==> config.mk <==
export PLATFORM = sky130hd
export DESIGN_NAME = bytecode_fetch_ctrl
export DESIGN_NICKNAME = d
export VERILOG_FILES = /design/src/rtl/bytecode_fetch_ctrl_pkg.sv /design/src/rtl/bytecode_fetch_ctrl_param_len.sv /design/src/rtl/bytecode_fetch_ctrl.sv
export SDC_FILE = /design/constraint.sdc
export NUM_CORES = 1
export LEC_CHECK = 0
export ABC_AREA = 1
export CORE_ASPECT_RATIO = 1.4
export CORE_MARGIN = 4
export CORE_UTILIZATION = 53
export CTS_CLUSTER_DIAMETER = 30
export DETAILED_ROUTE_END_ITERATION = 10
export PLACE_DENSITY = 0.93
export SETUP_SLACK_MARGIN = 0.5
export SKIP_CTS_REPAIR_TIMING = 1
export SLEW_MARGIN = 25
export SYNTH_ARGS = -nofsm -noshare
export SYNTH_HDL_FRONTEND = slang
export SYNTH_SLANG_ARGS = --single-unit
==> constraint.sdc <==
create_clock -name clk -period 2.71 [get_ports clk]
set_input_delay 0.4065 -clock clk [delete_from_list [all_inputs] [get_ports clk]]
set_output_delay 0.4065 -clock clk [all_outputs]
set_load 0.02 [all_outputs]
==> src/rtl/bytecode_fetch_ctrl_pkg.sv <==
// Shared state encoding and opcode constants for the bytecode fetch front end.
package bytecode_fetch_ctrl_pkg;

    localparam int FC_ADR_W_DEFAULT = 12;
    localparam int FC_MAX_PARAMS    = 4;

    localparam logic [7:0] OP_TABLESWITCH  = 8'hAA;
    localparam logic [7:0] OP_LOOKUPSWITCH = 8'hAB;
    localparam logic [7:0] OP_WIDE         = 8'hC4;
    localparam logic [7:0] OP_UNDEF_FIRST  = 8'hCB;
    localparam logic [7:0] OP_UNDEF_LAST   = 8'hFD;

    typedef enum logic [2:0] {
        FC_IDLE,
        FC_OP_RD,
        FC_OP_CAP,
        FC_PAR_RD,
        FC_PAR_CAP,
        FC_PRESENT,
        FC_DONE,
        FC_ERROR
    } fc_state_t;

    function automatic logic fc_is_busy(input fc_state_t s);
        return !(s inside {FC_IDLE, FC_DONE, FC_ERROR});
    endfunction

endpackage

==> src/rtl/bytecode_fetch_ctrl_param_len.sv <==
// Opcode to operand-byte-count decoder; variable-length opcodes are flagged
// as unsupported rather than given a length.
module bytecode_param_len
    import bytecode_fetch_ctrl_pkg::*;
(
    input  logic [7:0] opcode,
    output logic [2:0] len,
    output logic       unsupported
);

    always_comb begin
        len         = 3'd0;
        unsupported = 1'b0;
        case (opcode) inside
            8'h10, 8'h12, [8'h15:8'h19], [8'h36:8'h3A], 8'hA9, 8'hBC:
                len = 3'd1;
            8'h11, [8'h13:8'h14], 8'h84, [8'h99:8'hA8], [8'hB2:8'hB8],
            8'hBB, 8'hBD, [8'hC0:8'hC1], [8'hC6:8'hC7]:
                len = 3'd2;
            8'hC5:
                len = 3'd3;
            [8'hB9:8'hBA], [8'hC8:8'hC9]:
                len = 3'd4;
            OP_TABLESWITCH, OP_LOOKUPSWITCH, OP_WIDE, [OP_UNDEF_FIRST:OP_UNDEF_LAST]:
                unsupported = 1'b1;
            default:
                len = 3'd0;
        endcase
    end

endmodule

==> src/rtl/bytecode_fetch_ctrl.sv <==
// Walks a bytecode method in IRAM, gathers each opcode with its operands and
// hands complete instructions to the translator over a valid/waiting handshake.
module bytecode_fetch_ctrl
    import bytecode_fetch_ctrl_pkg::*;
#(
    parameter int IRAM_ADR_W = FC_ADR_W_DEFAULT,
    parameter int MAX_PARAMS = FC_MAX_PARAMS
) (
    input  logic                    clk,
    input  logic                    reset,
    input  logic                    start,
    input  logic [IRAM_ADR_W-1:0]   start_adr,
    input  logic [IRAM_ADR_W-1:0]   len_bytes,
    output logic                    iram_rd,
    output logic [IRAM_ADR_W-1:0]   iram_adr,
    input  logic [7:0]              iram_data,
    output logic [7:0]              jvm_opcode,
    output logic [7:0]              parameter_number,
    output logic [8*MAX_PARAMS-1:0] params,
    output logic [IRAM_ADR_W-1:0]   op_pc,
    output logic                    op_valid,
    input  logic                    waiting,
    output logic                    busy,
    output logic                    done,
    output logic                    error,
    output logic [IRAM_ADR_W-1:0]   err_pc
);

    localparam int K_W = $clog2(MAX_PARAMS);

    fc_state_t               state_q, state_d;
    logic [IRAM_ADR_W-1:0]   pc_q, pc_d;
    logic [IRAM_ADR_W-1:0]   end_q, end_d;
    logic [IRAM_ADR_W-1:0]   err_pc_q, err_pc_d;
    logic [K_W-1:0]          k_q, k_d;
    logic [2:0]              n_q, n_d;
    logic [7:0]              opcode_q, opcode_d;
    logic [8*MAX_PARAMS-1:0] params_q, params_d;

    logic [2:0]              pl_len;
    logic                    pl_unsup;
    logic [IRAM_ADR_W-1:0]   remaining;
    logic [IRAM_ADR_W:0]     need;
    logic [IRAM_ADR_W-1:0]   pc_next;

    bytecode_param_len u_param_len (
        .opcode      (iram_data),
        .len         (pl_len),
        .unsupported (pl_unsup)
    );

    // Bytes left before end, modulo the address space so wrapped ranges work.
    assign remaining = end_q - pc_q;
    assign need      = (IRAM_ADR_W+1)'(pl_len) + (IRAM_ADR_W+1)'(1);
    assign pc_next   = pc_q + IRAM_ADR_W'(n_q) + IRAM_ADR_W'(1);

    always_ff @(posedge clk or negedge reset) begin
        if (!reset) begin
            state_q  <= FC_IDLE;
            pc_q     <= '0;
            end_q    <= '0;
            err_pc_q <= '0;
            k_q      <= '0;
            n_q      <= '0;
            opcode_q <= '0;
            params_q <= '0;
        end else begin
            state_q  <= state_d;
            pc_q     <= pc_d;
            end_q    <= end_d;
            err_pc_q <= err_pc_d;
            k_q      <= k_d;
            n_q      <= n_d;
            opcode_q <= opcode_d;
            params_q <= params_d;
        end
    end

    always_comb begin
        state_d  = state_q;
        pc_d     = pc_q;
        end_d    = end_q;
        err_pc_d = err_pc_q;
        k_d      = k_q;
        n_d      = n_q;
        opcode_d = opcode_q;
        params_d = params_q;
        case (state_q)
            FC_IDLE, FC_DONE, FC_ERROR: begin
                if (start) begin
                    pc_d     = start_adr;
                    end_d    = start_adr + len_bytes;
                    err_pc_d = '0;
                    opcode_d = '0;
                    n_d      = '0;
                    params_d = '0;
                    state_d  = (len_bytes == '0) ? FC_DONE : FC_OP_RD;
                end
            end
            FC_OP_RD:
                state_d = FC_OP_CAP;
            FC_OP_CAP: begin
                opcode_d = iram_data;
                n_d      = pl_len;
                k_d      = '0;
                if (pl_unsup || ({1'b0, remaining} < need)) begin
                    err_pc_d = pc_q;
                    state_d  = FC_ERROR;
                end else if (pl_len == 3'd0) begin
                    state_d = FC_PRESENT;
                end else begin
                    state_d = FC_PAR_RD;
                end
            end
            FC_PAR_RD:
                state_d = FC_PAR_CAP;
            FC_PAR_CAP: begin
                params_d[8*k_q +: 8] = iram_data;
                if (3'(k_q) == n_q - 3'd1) begin
                    state_d = FC_PRESENT;
                end else begin
                    k_d     = k_q + K_W'(1);
                    state_d = FC_PAR_RD;
                end
            end
            FC_PRESENT: begin
                if (!waiting) begin
                    pc_d     = pc_next;
                    params_d = '0;
                    state_d  = (pc_next == end_q) ? FC_DONE : FC_OP_RD;
                end
            end
            default:
                state_d = FC_IDLE;
        endcase
    end

    always_comb begin
        iram_rd  = 1'b0;
        iram_adr = '0;
        case (state_q)
            FC_OP_RD: begin
                iram_rd  = 1'b1;
                iram_adr = pc_q;
            end
            FC_PAR_RD: begin
                iram_rd  = 1'b1;
                iram_adr = pc_q + IRAM_ADR_W'(k_q) + IRAM_ADR_W'(1);
            end
            default: ;
        endcase
    end

    assign jvm_opcode       = opcode_q;
    assign parameter_number = {5'b0, n_q};
    assign params           = params_q;
    assign op_pc            = pc_q;
    assign op_valid         = (state_q == FC_PRESENT);
    assign busy             = fc_is_busy(state_q);
    assign done             = (state_q == FC_DONE);
    assign error            = (state_q == FC_ERROR);
    assign err_pc           = err_pc_q;

endmodule

# --- After elaboration in Yosys (flattened, before gate mapping) ---
# Cells that the tools add are included.
totals:
  out_inout_bits: 89
  in_bits: 36
  ff_bits: 84
  elab_cells: 134
op_classes:
  eq_ne: 25
  n_lt_le_gt_ge: 21
  shifts: 2
  n_reduce_logical: 33
  n_mux: 35
  add_sub_neg: 10
ops:
  columns: ["op", "n"]
  rows:
  - ["$pmux W32 S3", 1]
  - ["$eq A8 B8 Y1 const B", 9]
  - ["$pmux W12 S2", 3]
  - ["$mux W32", 2]
  - ["$ge A8 B8 Y1 const B", 7]
  - ["$le A8 B8 Y1 const B", 7]
  - ["$mux W12", 4]
  - ["$mux W3", 12]
  - ["$neg A5 Y34", 1]
  - ["$shift A8 B34 Y32 const A", 1]
  - ["$shiftx A8 B34 Y32", 1]
  - ["$bwmux W32", 1]
  - ["$add A12 B1 Y12 const B", 2]
  - ["$eq A8 B5 Y1 const B", 3]
  - ["$pmux W3 S6", 1]
  - ["$ge A8 B5 Y1 const B", 2]
  - ["$le A8 B5 Y1 const B", 2]
  - ["$pmux W8 S2", 1]
  - ["$add A12 B12 Y12", 1]
  - ["$add A12 B2 Y12", 1]
  - ["$add A12 B3 Y12", 1]
  - ["$eq A12 B12 Y1", 1]
  - ["$eq A3 B3 Y1 const B", 4]
  - ["$logic_not A12 Y1", 1]
  - ["29 further kinds", 57]

# --- Logic depth before layout (Yosys ltp) ---
depth:
  depth_word: 12
  ltp_mapped: 22
  mapped_depth_nobuf: 22

# --- Hierarchy ---
# Synthesis repeated with hierarchy kept, for this count alone.
unflattened:
  cells_unflattened: 921
  area_unflattened_um2: 6409.9
modules_own_cells:
  columns: ["module", "cells_per_inst", "area_each_um2", "n_inst", "seq_area_each_um2"]
  rows:
  - ["bytecode_fetch_ctrl", 816, 5941.9, 1, 2102.0]
  - ["bytecode_param_len", 105, 467.9, 1, 0.0]

# --- Least setup slack after synthesis ---
# OpenSTA, ideal clock, no wires.
synth_path:
  path_type: "input to register"
  from: "in iram_data[3]"
  to: "reg err_pc_q[1], in the netlist err_pc[1]"
  arrival_time_ps: 2532
  t_required_ps: 2583
  cell_stages: 19
  setup_time_ps: 127
  setup_slack_ps: 50
  n_path_buf: 2
  path_cell_list: "buf_4 > nor2_1 > inv_1 > o2111ai_1 > o21ai_0 > nor3b_1 > inv_1 > ha_1 > xnor2_1 > ha_1 > nand2_1 > inv_1 > nand2_1 > nand3_2 > nand2_2 > o21ai_2 > buf_4 > nand2_1 > o21ai_2"
synth_via:
  elab_chain_cells: 12
  elab_cells_between_ends: 60
synth_lines:
  columns: ["item", "line_no", "rtl"]
  rows:
  - ["start: declaration", "bytecode_fetch_ctrl.sv:16", "input logic [7:0] iram_data,"]
  - ["$ge A8 B8 Y1 (no line) / $le A8 B8 Y1 (equally long branches)", null, null]
  - ["$logic_and A1 B1 Y1 (no line)", null, null]
  - ["$reduce_or A2 Y1", "bytecode_fetch_ctrl_param_len.sv:14", "case (opcode) inside"]
  - ["$mux W3 (4 in series)", "bytecode_fetch_ctrl_param_len.sv:14", null]
  - ["$add A3 B1 Y4", "bytecode_fetch_ctrl.sv:54", "assign need = (IRAM_ADR_W+1)'(pl_len) + (IRAM_ADR_W+1)'(1);"]
  - ["$lt A12 B4 Y1", "bytecode_fetch_ctrl.sv:106", "if (pl_unsup || ({1'b0, remaining} < need)) begin"]
  - ["$logic_or A1 B1 Y1 *", "bytecode_fetch_ctrl.sv:106", null]
  - ["$ne A2 B2 Y1 (no line) *", null, null]
  - ["$reduce_and A3 Y1 (no line) *", null, null]
  - ["end signal: assignment", "bytecode_fetch_ctrl.sv:71", "err_pc_q <= err_pc_d;"]
  - ["end: declaration", "bytecode_fetch_ctrl.sv:34", "logic [IRAM_ADR_W-1:0] err_pc_q, err_pc_d;"]
# Mark *: on every way between the ends. The rest lies on a longest branch, timed or not.
# A chain may end at the register's enable or synchronous reset.

# --- Final worst setup path ---
layout_path:
  from: "reg pc_q[0], in the netlist op_pc[0]"
  to: "reg state_q[1]"
layout_via:
  elab_chain_cells: 6
  elab_cells_between_ends: 10
layout_lines:
  columns: ["item", "line_no", "rtl"]
  rows:
  - ["start: declaration", "bytecode_fetch_ctrl.sv:32", "logic [IRAM_ADR_W-1:0] pc_q, pc_d;"]
  - ["start signal: assignment", "bytecode_fetch_ctrl.sv:69", "pc_q <= pc_d;"]
  - ["$add A12 B3 Y12", "bytecode_fetch_ctrl.sv:55", "assign pc_next = pc_q + IRAM_ADR_W'(n_q) + IRAM_ADR_W'(1);"]
  - ["$add A12 B1 Y12", "bytecode_fetch_ctrl.sv:55", null]
  - ["$eq A12 B12 Y1", "bytecode_fetch_ctrl.sv:130", "state_d = (pc_next == end_q) ? FC_DONE : FC_OP_RD;"]
  - ["$mux W3", "bytecode_fetch_ctrl.sv:130", null]
  - ["$mux W3", "bytecode_fetch_ctrl.sv:127", "if (!waiting) begin"]
  - ["$pmux W3 S6 *", "bytecode_fetch_ctrl.sv:88", "case (state_q)"]
  - ["end signal: assignment", "bytecode_fetch_ctrl.sv:68", "state_q <= state_d;"]
  - ["end: declaration", "bytecode_fetch_ctrl.sv:31", "fc_state_t state_q, state_d;"]
# Mark *: on every way between the ends. The rest lies on a longest branch, timed or not. The select of a mux whose other input is x is not followed.

==> metrics.txt <==
DR vias 7803; RSZ-0062 raised after global routing true; CTS tree done; first drt pass iteration count 11; first-pass GRT wire length 34430 µm; max-cap viol count 0; Reg power frac 0.183; DRC viols 1; P_int 5218 µW; number of global-route vias before repair 7194; Area contributors post-synth dfrtp_1 (33%), nand2_1 (14%), ha_1 (7.5%), inv_1 (6.7%), nor2_1 (3.9%); P_leak 0.004666 µW; post-detailed-route wirelength per cell 21.54 µm; CP arrival 3110 ps; top-area cell type share of the netlist area 0.3324; Syn Area/Cell 7.260 µm²; Final min period 2821 ps; final core utilization 0.8185; Placed Area 8335 µm²; initial core utilization 0.5493; DP HPWL 16520 µm; CP max FO 3; setup violators final 15; Final Max Slew Viols 0; DRT iter0 DRCs 896; Layout Nets 1171; Congestion Overflow GR 0; DIE AREA 13770 µm²; clock transition at the registers of the reported paths 80 ps; worst-margin pin slew 918.2 ps; diodes inserted 0; # fillers 642; DRT antenna net count 0; count of cell types in the netlist 44; Rel. slew slack 0.3879; Worst IR Drop VDD 0.0007680 V; clk sinks 84; share of layout cells above drive strength 1 0.2878; H-tree depth 3; Synth Cell Area 6324 µm²; FF+latch count, synth 84; Total GRT Usage 0.3205; Yosys Warn Count 0; synthesized instance count 871; Max Freq 354.5 MHz; largest net degree at the start of global routing 71; NetSw 5555 µW; leading area contributor after synthesis dfrtp_1; Final Skew 16.12 ps; IO buf count 119; Root Buffer clkbuf_16; run status finished with violations; area grow syn2layout 48.99%; HP Class input pin to async pin; Clock Path Buffers 2; PwrDens 1143 nW/µm²; Tcrit/Tclk final 1.041; antenna violations before repair 0; Design Area, Final 9422 µm²; Die Ht 137.2 µm; register area share after synthesis 0.3324; required time of the critical path 3000 ps; setup ws final -111.1 ps; worst skew pair latency 360 ps; core box area 11510 µm²; via-per-instance ratio 6.283; Hold Vio Cnt, Final 0; clock network power share 0.120; failing checks design-rule violations, negative setup slack; combinational fraction of design power 0.697; Worst Setup End Kind flip-flop; Top-Level Pins 125; Rows 46; Final GP Congestion 1.075; worst setup path class flip-flop to flip-flop; Die Wd 100.3 µm; Sw Share 0.5157; startpoint types flip-flop; CTS Buf Count 9; WL final 26750 µm
[power groups by stage]
stage               Sequential (µW)  Combinational, µW  Clock, µW
finish                         1970               7510       1290
global route                   1980               8000       1330
CTS                            1890               6160       1260
detailed placement             1910               6080          0
global placement               1900               5950          0
floorplan                      2110               3620          0
[critical path, stage by stage (launching register included)]
cell and delay, ps:
dfrtp_2 390, inv_2 50, buf_6 120, ha_4 160, fa_2 570, or2_4 120, nand3_2 80, nor2_2 110
o21ai_1 90, nor2_1 170, nand2_1 120, nor2_2 150, nand4_1 180, nand2_1 120, inv_1 40, nand2_1 80
nand2_1 70, a21oi_2 130
[path summary, 6_finish.rpt]
check,slack [ps],to,cells past startpoint,start
max in group asynchronous,1750,op_pc[4],2,reset
min in group clk,450,op_pc[8],3,start_adr[8]
min reg2reg,480,err_pc[10],2,err_pc[10]
max,-110,state_q[1],17,op_pc[0]
max reg2reg,-110,state_q[1],17,op_pc[0]
min,160,params[30],1,reset
[cell usage in the layout (no fill, tap or decap), types with 6 or more instances in the layout]
cell             count
a21oi_1             23
a21oi_2              8
buf_4              105
buf_6               12
clkbuf_16           10
clkdlybuf4s50_1     78
conb_1               6
dfrtp_1             79
dlymetal6s2s_1      25
ha_1                18
ha_4                16
inv_1               95
inv_2               26
nand2_1            217
nand2_2             26
nand2_4              6
nand3_1             30
nand4_1             13
nor2_1              55
nor2_2              12
nor2_4               7
nor3_1               6
o211ai_1             7
o21ai_0             33
o21ai_1             12
o21ai_2             17
o22ai_1             21
o31ai_1             21
o41ai_1             10
o41ai_2              6
xor2_1              15
[cell families after synthesis]
logic type | share of synthesized area
other cells | 0.001188
xor+xnor | 0.03186
fa+ha+maj | 0.08785
flops | 0.3324
simple gates | 0.2653
buf+inv | 0.09597
compound gates | 0.1854
[cells in the mapped netlist, drive strengths merged]
cell / number
xnor2: 6
inv: 127
a31oi: 2
conb: 2
o21ai: 66
buf: 15
o211a: 1
a21oi: 32
nor3: 12
o221ai: 1
o41ai: 16
nor2: 74
xor2: 17
nor3b: 1
o2111ai: 4
o21a: 1
nand2: 249
fa: 4
nor4: 3
nand4: 13
o32ai: 1
nand3b: 2
o22ai: 23
clkbuf: 7
nand3: 36
o311ai: 2
o31ai: 21
o211ai: 7
or2: 4
dfrtp: 84
ha: 38
[layer usage]
layer / vias up / global-route usage / share of wire
met3: 231 / 0.06586 / 0.11
met4: 0 / 0.2060 / 0.099
li1: 3337 / - / -
met1: 3570 / 0.3424 / 0.31
met5: - / 0 / 0
met2: 665 / 0.5682 / 0.48
[per-stage QoR]
| stage | power (µW) | std cells | hold slack (ps) | TNS (ps) | setup WS (ps) |
|---|---|---|---|---|---|
| final | 10770 | 1242 | 164.8 | -490.8 | -111.1 |
| after global routing | 11310 | 1242 | 244.7 | -2210 | -278.7 |
| after CTS | 9314 | 1219 | 199.2 | -9622 | -514.1 |
| after detailed placement | 7997 | 1203 | 468.8 | -10470 | -805.5 |
| after global placement | 7841 | 1203 | 462.7 | -8400 | -627.8 |
| after floorplan | 5724 | 875 | 110.9 | 0 | 208.1 |
[layout make-up]
cell class / instances / area (µm²) / area share
multi-input combinational: 642 / 4210 / 0.4469
timing repair buffer: 229 / 2122 / 0.2252
sequential: 84 / 2108 / 0.2238
inverter: 127 / 499.2 / 0.05299
clock buffer: 9 / 225.2 / 0.02390
tap: 144 / 180.2 / 0.01912
clock inverter: 7 / 76.32 / 0.008101
[flip-flops by register name (all words and copies together) (netlist names)]
signal      cells
op_pc          12
state_q         3
params         32
jvm_opcode      8
err_pc         12
k_q             2
end_q          12
n_q             3
Note: power is estimated with default switching activity, not from simulation.
